$ cat src/rtl/piso_serial_tx_if.sv
// ----------------------------------------------------------------------------
// piso_serial_tx_if
//   Bundles the load handshake, bit tick and serial-side status of the
//   piso_serial_tx frame transmitter.
//
//   en          bit-rate tick from the producer side
//   load_valid  producer offers din
//   load_ready  transmitter can take a word (only while idle)
//   din         WIDTH-bit word to send
//   sout        registered serial line (idles high)
//   busy        frame in progress (start bit through stop bit)
//   done        one-clock pulse after the stop bit completes
//
//   master : word producer / bench side
//   slave  : transmitter side
// ----------------------------------------------------------------------------
interface piso_serial_tx_if #(
    parameter int WIDTH = 8
);
    logic             en;
    logic             load_valid;
    logic             load_ready;
    logic [WIDTH-1:0] din;
    logic             sout;
    logic             busy;
    logic             done;

    modport master (
        output en, load_valid, din,
        input  load_ready, sout, busy, done
    );

    modport slave (
        input  en, load_valid, din,
        output load_ready, sout, busy, done
    );
endinterface

$ cat src/rtl/piso_serial_tx.sv
// ----------------------------------------------------------------------------
// piso_serial_tx
//   Parallel-in / serial-out frame transmitter. A word accepted through the
//   valid/ready handshake goes out as: start bit (0), data LSB first, stop
//   bit (1). The line idles high. en is the bit tick; with en low the frame
//   simply stretches.
//
//   clk   rising-edge clock
//   aClr  asynchronous active-high reset, aborts any frame without done
//   tx    slave modport of piso_serial_tx_if (en, load_valid, load_ready,
//         din, sout, busy, done) -- all outputs come straight from flops
// ----------------------------------------------------------------------------
module piso_serial_tx #(
    parameter int WIDTH = 8
) (
    input  logic                clk,
    input  logic                aClr,
    piso_serial_tx_if.slave     tx
);
    localparam int CW = $clog2(WIDTH);
    localparam logic [CW-1:0] LAST_BIT = CW'(WIDTH - 1);

    typedef enum logic [1:0] {
        S_IDLE  = 2'd0,
        S_START = 2'd1,
        S_DATA  = 2'd2,
        S_STOP  = 2'd3
    } state_t;

    state_t           r_state;
    logic [WIDTH-1:0] r_shreg;
    logic [CW-1:0]    r_cnt;
    logic             r_sout;
    logic             r_busy;
    logic             r_done;
    logic             r_ready;

    state_t           w_state_next;
    logic [WIDTH-1:0] w_shreg_next;
    logic [CW-1:0]    w_cnt_next;
    logic             w_sout_next;
    logic             w_busy_next;
    logic             w_done_next;
    logic             w_ready_next;

    // State and registered outputs.
    always_ff @(posedge clk or posedge aClr) begin
        if (aClr) begin
            r_state <= S_IDLE;
            r_shreg <= '0;
            r_cnt   <= '0;
            r_sout  <= 1'b1;
            r_busy  <= 1'b0;
            r_done  <= 1'b0;
            r_ready <= 1'b1;
        end else begin
            r_state <= w_state_next;
            r_shreg <= w_shreg_next;
            r_cnt   <= w_cnt_next;
            r_sout  <= w_sout_next;
            r_busy  <= w_busy_next;
            r_done  <= w_done_next;
            r_ready <= w_ready_next;
        end
    end

    // Next-state logic. The load handshake ignores en; every other transition
    // waits for a tick.
    always_comb begin
        w_state_next = r_state;
        case (r_state)
            S_IDLE:  if (tx.load_valid) w_state_next = S_START;
            S_START: if (tx.en)         w_state_next = S_DATA;
            S_DATA:  if (tx.en && (r_cnt == LAST_BIT)) w_state_next = S_STOP;
            S_STOP:  if (tx.en)         w_state_next = S_IDLE;
            default:                    w_state_next = S_IDLE;
        endcase
    end

    // Next values of the datapath and output flops. Everything holds unless
    // the current state advances; done is the only self-clearing flop.
    always_comb begin
        w_shreg_next = r_shreg;
        w_cnt_next   = r_cnt;
        w_sout_next  = r_sout;
        w_busy_next  = r_busy;
        w_ready_next = r_ready;
        w_done_next  = 1'b0;
        case (r_state)
            S_IDLE: begin
                w_sout_next = 1'b1;
                if (tx.load_valid) begin
                    w_shreg_next = tx.din;
                    w_cnt_next   = '0;
                    w_sout_next  = 1'b0;
                    w_busy_next  = 1'b1;
                    w_ready_next = 1'b0;
                end
            end
            S_START: begin
                if (tx.en) w_sout_next = r_shreg[0];
            end
            S_DATA: begin
                if (tx.en) begin
                    if (r_cnt != LAST_BIT) begin
                        // Present the following bit now; r_shreg[0] then
                        // always holds the bit currently on the line.
                        w_shreg_next = r_shreg >> 1;
                        w_cnt_next   = r_cnt + CW'(1);
                        w_sout_next  = r_shreg[1];
                    end else begin
                        w_sout_next  = 1'b1;
                    end
                end
            end
            S_STOP: begin
                if (tx.en) begin
                    w_busy_next  = 1'b0;
                    w_ready_next = 1'b1;
                    w_done_next  = 1'b1;
                end
            end
            default: begin
                w_sout_next  = 1'b1;
                w_busy_next  = 1'b0;
                w_ready_next = 1'b1;
            end
        endcase
    end

    assign tx.sout       = r_sout;
    assign tx.busy       = r_busy;
    assign tx.done       = r_done;
    assign tx.load_ready = r_ready;

endmodule
$ cat src/flat_wrapper.sv
// flat-port wrapper written by rule: the top's interface ports become plain ports
module piso_serial_tx_flat 
#(
    parameter int WIDTH = 8
)
  (clk, aClr, tx_en, tx_load_valid, tx_din, tx_load_ready, tx_sout, tx_busy, tx_done);
  piso_serial_tx_if #(.WIDTH(WIDTH)) tx_i ();
  input  logic clk;
  input  logic aClr;
  input wire logic [$bits(tx_i.en)-1:0] tx_en;
  input wire logic [$bits(tx_i.load_valid)-1:0] tx_load_valid;
  input wire logic [$bits(tx_i.din)-1:0] tx_din;
  output wire logic [$bits(tx_i.load_ready)-1:0] tx_load_ready;
  output wire logic [$bits(tx_i.sout)-1:0] tx_sout;
  output wire logic [$bits(tx_i.busy)-1:0] tx_busy;
  output wire logic [$bits(tx_i.done)-1:0] tx_done;
  assign tx_i.en = tx_en;
  assign tx_i.load_valid = tx_load_valid;
  assign tx_i.din = tx_din;
  assign tx_load_ready = tx_i.load_ready;
  assign tx_sout = tx_i.sout;
  assign tx_busy = tx_i.busy;
  assign tx_done = tx_i.done;
  piso_serial_tx #(.WIDTH(WIDTH)) u_core (.clk(clk), .aClr(aClr), .tx(tx_i));
endmodule
$ cat config.mk
export PLATFORM = sky130hd
export DESIGN_NAME = piso_serial_tx_flat
export DESIGN_NICKNAME = d
export VERILOG_FILES = /design/src/rtl/piso_serial_tx_if.sv /design/src/rtl/piso_serial_tx.sv /design/src/flat_wrapper.sv
export SDC_FILE = /design/constraint.sdc
export NUM_CORES = 1
export LEC_CHECK = 0
export ABC_CLOCK_PERIOD_IN_PS = 2600
export BUFFER_PORTS_ARGS = -buffer_cell sky130_fd_sc_hd__buf_2
export CAP_MARGIN = 20
export CORE_MARGIN = 8
export CORE_UTILIZATION = 45
export DETAILED_ROUTE_END_ITERATION = 10
export PLACE_DENSITY = 0.66
export SLEW_MARGIN = 20
export SYNTH_ARGS = -nofsm -noshare
export SYNTH_HDL_FRONTEND = slang
export SYNTH_SLANG_ARGS = --single-unit
export TNS_END_PERCENT = 20
$ cat constraint.sdc
create_clock -name clk -period 2.6 [get_ports clk]
set_input_delay 0.52 -clock clk [delete_from_list [all_inputs] [get_ports clk]]
set_output_delay 0.52 -clock clk [all_outputs]
set_load 0.02 [all_outputs]
==> run summary <==
# clock sinks: 17
Peak VDD IR: 0.616 mV
Core Rows: 16
CP Capture Type: flop
GRT Overall Usage: 10.2%
total wire length: 1.67 mm
via/cell ratio: 4.91
critical path class: flop to flop
Nets: 116
Pwr Density: 1240 nW/um^2
Bufs on Longest Clock Path: 2
full die area: 3740 um^2
Sw Ratio: 37.4%
clock skew: 1.50 ps
Crit-path slowest cell: ha_1
most common cell after layout, fill and taps aside: mux2_2
cells after synthesis: 79
WP data required: 2790 ps
P_sw: 0.486 mW
Setup crit start kind: flop
first-pass GRT wire length: 2.85 mm
Post-CTS Setup Inserts: 0
CP cell instances: inv_1 -> ha_1 -> nor2_1 -> a211oi_2 -> buf_4 -> mux2_2
share of cells above drive strength 1: 42.3%
Sequential Power Share: 35.8%
yosys warns: 0
syn_nets: 97
Distinct cells, synth: 23
io pins: 16
clock period minus worst slack: 2060 ps
Arrival @ worst endpoint: 2240 ps
total power: 1.30 mW
Hold-fix buffers, CTS: 0
CTS tree: done
Root Buffer: clkbuf_4
total gr overflow: 0
Area Growth Syn to Fin: 13.9%
cell internal pwr: 0.814 mW
FF+latch count, synth: 17
relative slew slack: 57.7%
number of nets still failing antenna checks after routing: 0
fmax: 486 MHz
Logic pwr share: 53.1%
Antenna diodes: 0
GP Congestion: 0.711
Reg2Reg Setup Slack: 540 ps
Final Hold Fails: 0
status: finished, final reports clean
initial drt markers: 3
Post-Syn Area per Cell: 11.6 um^2
max-slew violations: 0
CP max stage delay: 520 ps
maxcap violations: 0
Worst-path clk slew: 100 ps
most frequent cells in the layout: mux2_2, buf_2, dfrtp_1
# setup viols final: 0
DP HPWL: 1.26 mm
vias after detailed routing: 609
setup_tns: 0 ps
port bufs: 15
DR pass1 iterations: 4
TritonCTS Buffers: 3
sequential fraction of the synthesis area: 46.6%
worst hold path class: input port to asynchronous set/reset pin
Clock Power Share: 11.2%
per-cell routed wire length: 13.5 um
P_leak: 0.494 nW
Die Height: 61.2 um
worst skew pair latency: 290 ps
Slew @ Worst Pin: 634 ps
number of global-route vias before repair: 665
final cycle utilization of the critical path: 79.1%
Mapped Area: 918 um^2
initial core utilization: 47.3%
largest net degree at the start of global routing: 18
Die Width: 61.2 um
DRC viols: 0
CP Max Fanout: 15
H-tree level count: 1
unrepaired setup endpoints after global routing: false
initial antenna violation count: 0
core area: 1940 um^2
PostCTS Resize Cnt: 0
-- flip-flops by register name, summed over array words and instances (netlist names) --
name	cells
u_core.r_shreg	8
u_core.r_state	2
u_core.tx.busy	1
u_core.tx.done	1
u_core.r_cnt	3
u_core.tx.sout	1
u_core.tx.load_ready	1
-- power by group through the flow --
| stage | logic (mW) | clock network, mW | registers (mW) |
|---|---|---|---|
| final | 0.690 | 0.145 | 0.465 |
| after global routing | 0.762 | 0.157 | 0.480 |
| after CTS | 0.698 | 0.152 | 0.465 |
| after detailed placement | 0.694 | 0 | 0.472 |
| after global placement | 0.676 | 0 | 0.467 |
| after floorplan | 0.549 | 0 | 0.486 |
-- stage by stage --
stage          hold slack [ps]  utilization, %  instances  setup WS [ps]  instance area, um^2
2_1_floorplan              445               -         79            821                  918
3_3_place_gp               490            52.4        120            621                 1020
3_5_place_dp               491            52.4        120            552                 1020
4_1_cts                    308            53.9        124            533                 1050
5_1_grt                    357            53.9        124            357                 1050
6_report                   290            53.9        124            543                 1050
-- per-layer routing --
metal  track usage, %  vias up  part of all wire (%)
li1                 -      310                     -
met1             11.7      290                    46
met2             17.0        7                    50
met3             2.09        2                   3.5
met4             5.98        0                  0.78
met5                0        -                     0
-- cell usage after synthesis --
library cell / instances / area share (%)
o21bai_1: 2 / 1.6
o21ai_0: 2 / 1.1
o2bb2ai_1: 1 / 0.95
nor3_1: 1 / 0.54
inv_1: 7 / 2.9
mux2_2: 17 / 21
o221ai_1: 1 / 0.95
a22oi_1: 1 / 0.82
nor2_1: 4 / 1.6
a31oi_1: 1 / 0.68
dfrtp_1: 15 / 41
a211oi_2: 1 / 1.4
a21oi_1: 3 / 1.6
buf_2: 1 / 0.54
nand2_1: 5 / 2.0
nand4_1: 1 / 0.68
nand2b_1: 2 / 1.4
nor2b_1: 2 / 1.4
ha_1: 6 / 8.2
dfstp_2: 2 / 5.7
mux2i_1: 2 / 2.2
buf_6: 1 / 1.2
and2_2: 1 / 0.82
-- cells by family after synthesis --
logic type      after synthesis  share of synthesized area, %
simple gates                 16                          8.45
buf+inv                       9                          4.63
mux                          19                          23.0
fa+ha+maj                     6                          8.17
compound gates               12                          9.13
flops                        17                          46.6
-- area by class of cell --
class,instances,area [um^2]
inverter,7,26.3
multi-input combinational,53,448
tap,27,33.8
clock buffer,3,22.5
clock inverter,1,5.00
fill,189,896
sequential,17,428
timing repair buffer,16,82.6
-- critical path, delay by kind of cell, from the launching register on --
kind                       cells  cell delay [ps]
buffers and inverters          2              340
and+or+nand+nor                1              150
DFF                            1              410
muxes                          1              350
AOI/OAI and AO/OA              1              170
adders and majority gates      1              520
-- final timing paths --
| path | from | endpoint | cells after the start |
|---|---|---|---|
| hold / removal | aClr | u_core.r_shreg[6] | 2 |
| setup reg to reg | u_core.r_state[0] | u_core.r_shreg[6] | 6 |
| setup / recovery | u_core.r_state[0] | u_core.r_shreg[6] | 6 |
| max in group asynchronous | aClr | u_core.r_shreg[1] | 2 |
| min in group clk | u_core.r_shreg[4] | u_core.r_shreg[4] | 1 |
| hold reg to reg | u_core.r_shreg[4] | u_core.r_shreg[4] | 1 |
Note: power is estimated with default switching activity, not from simulation.
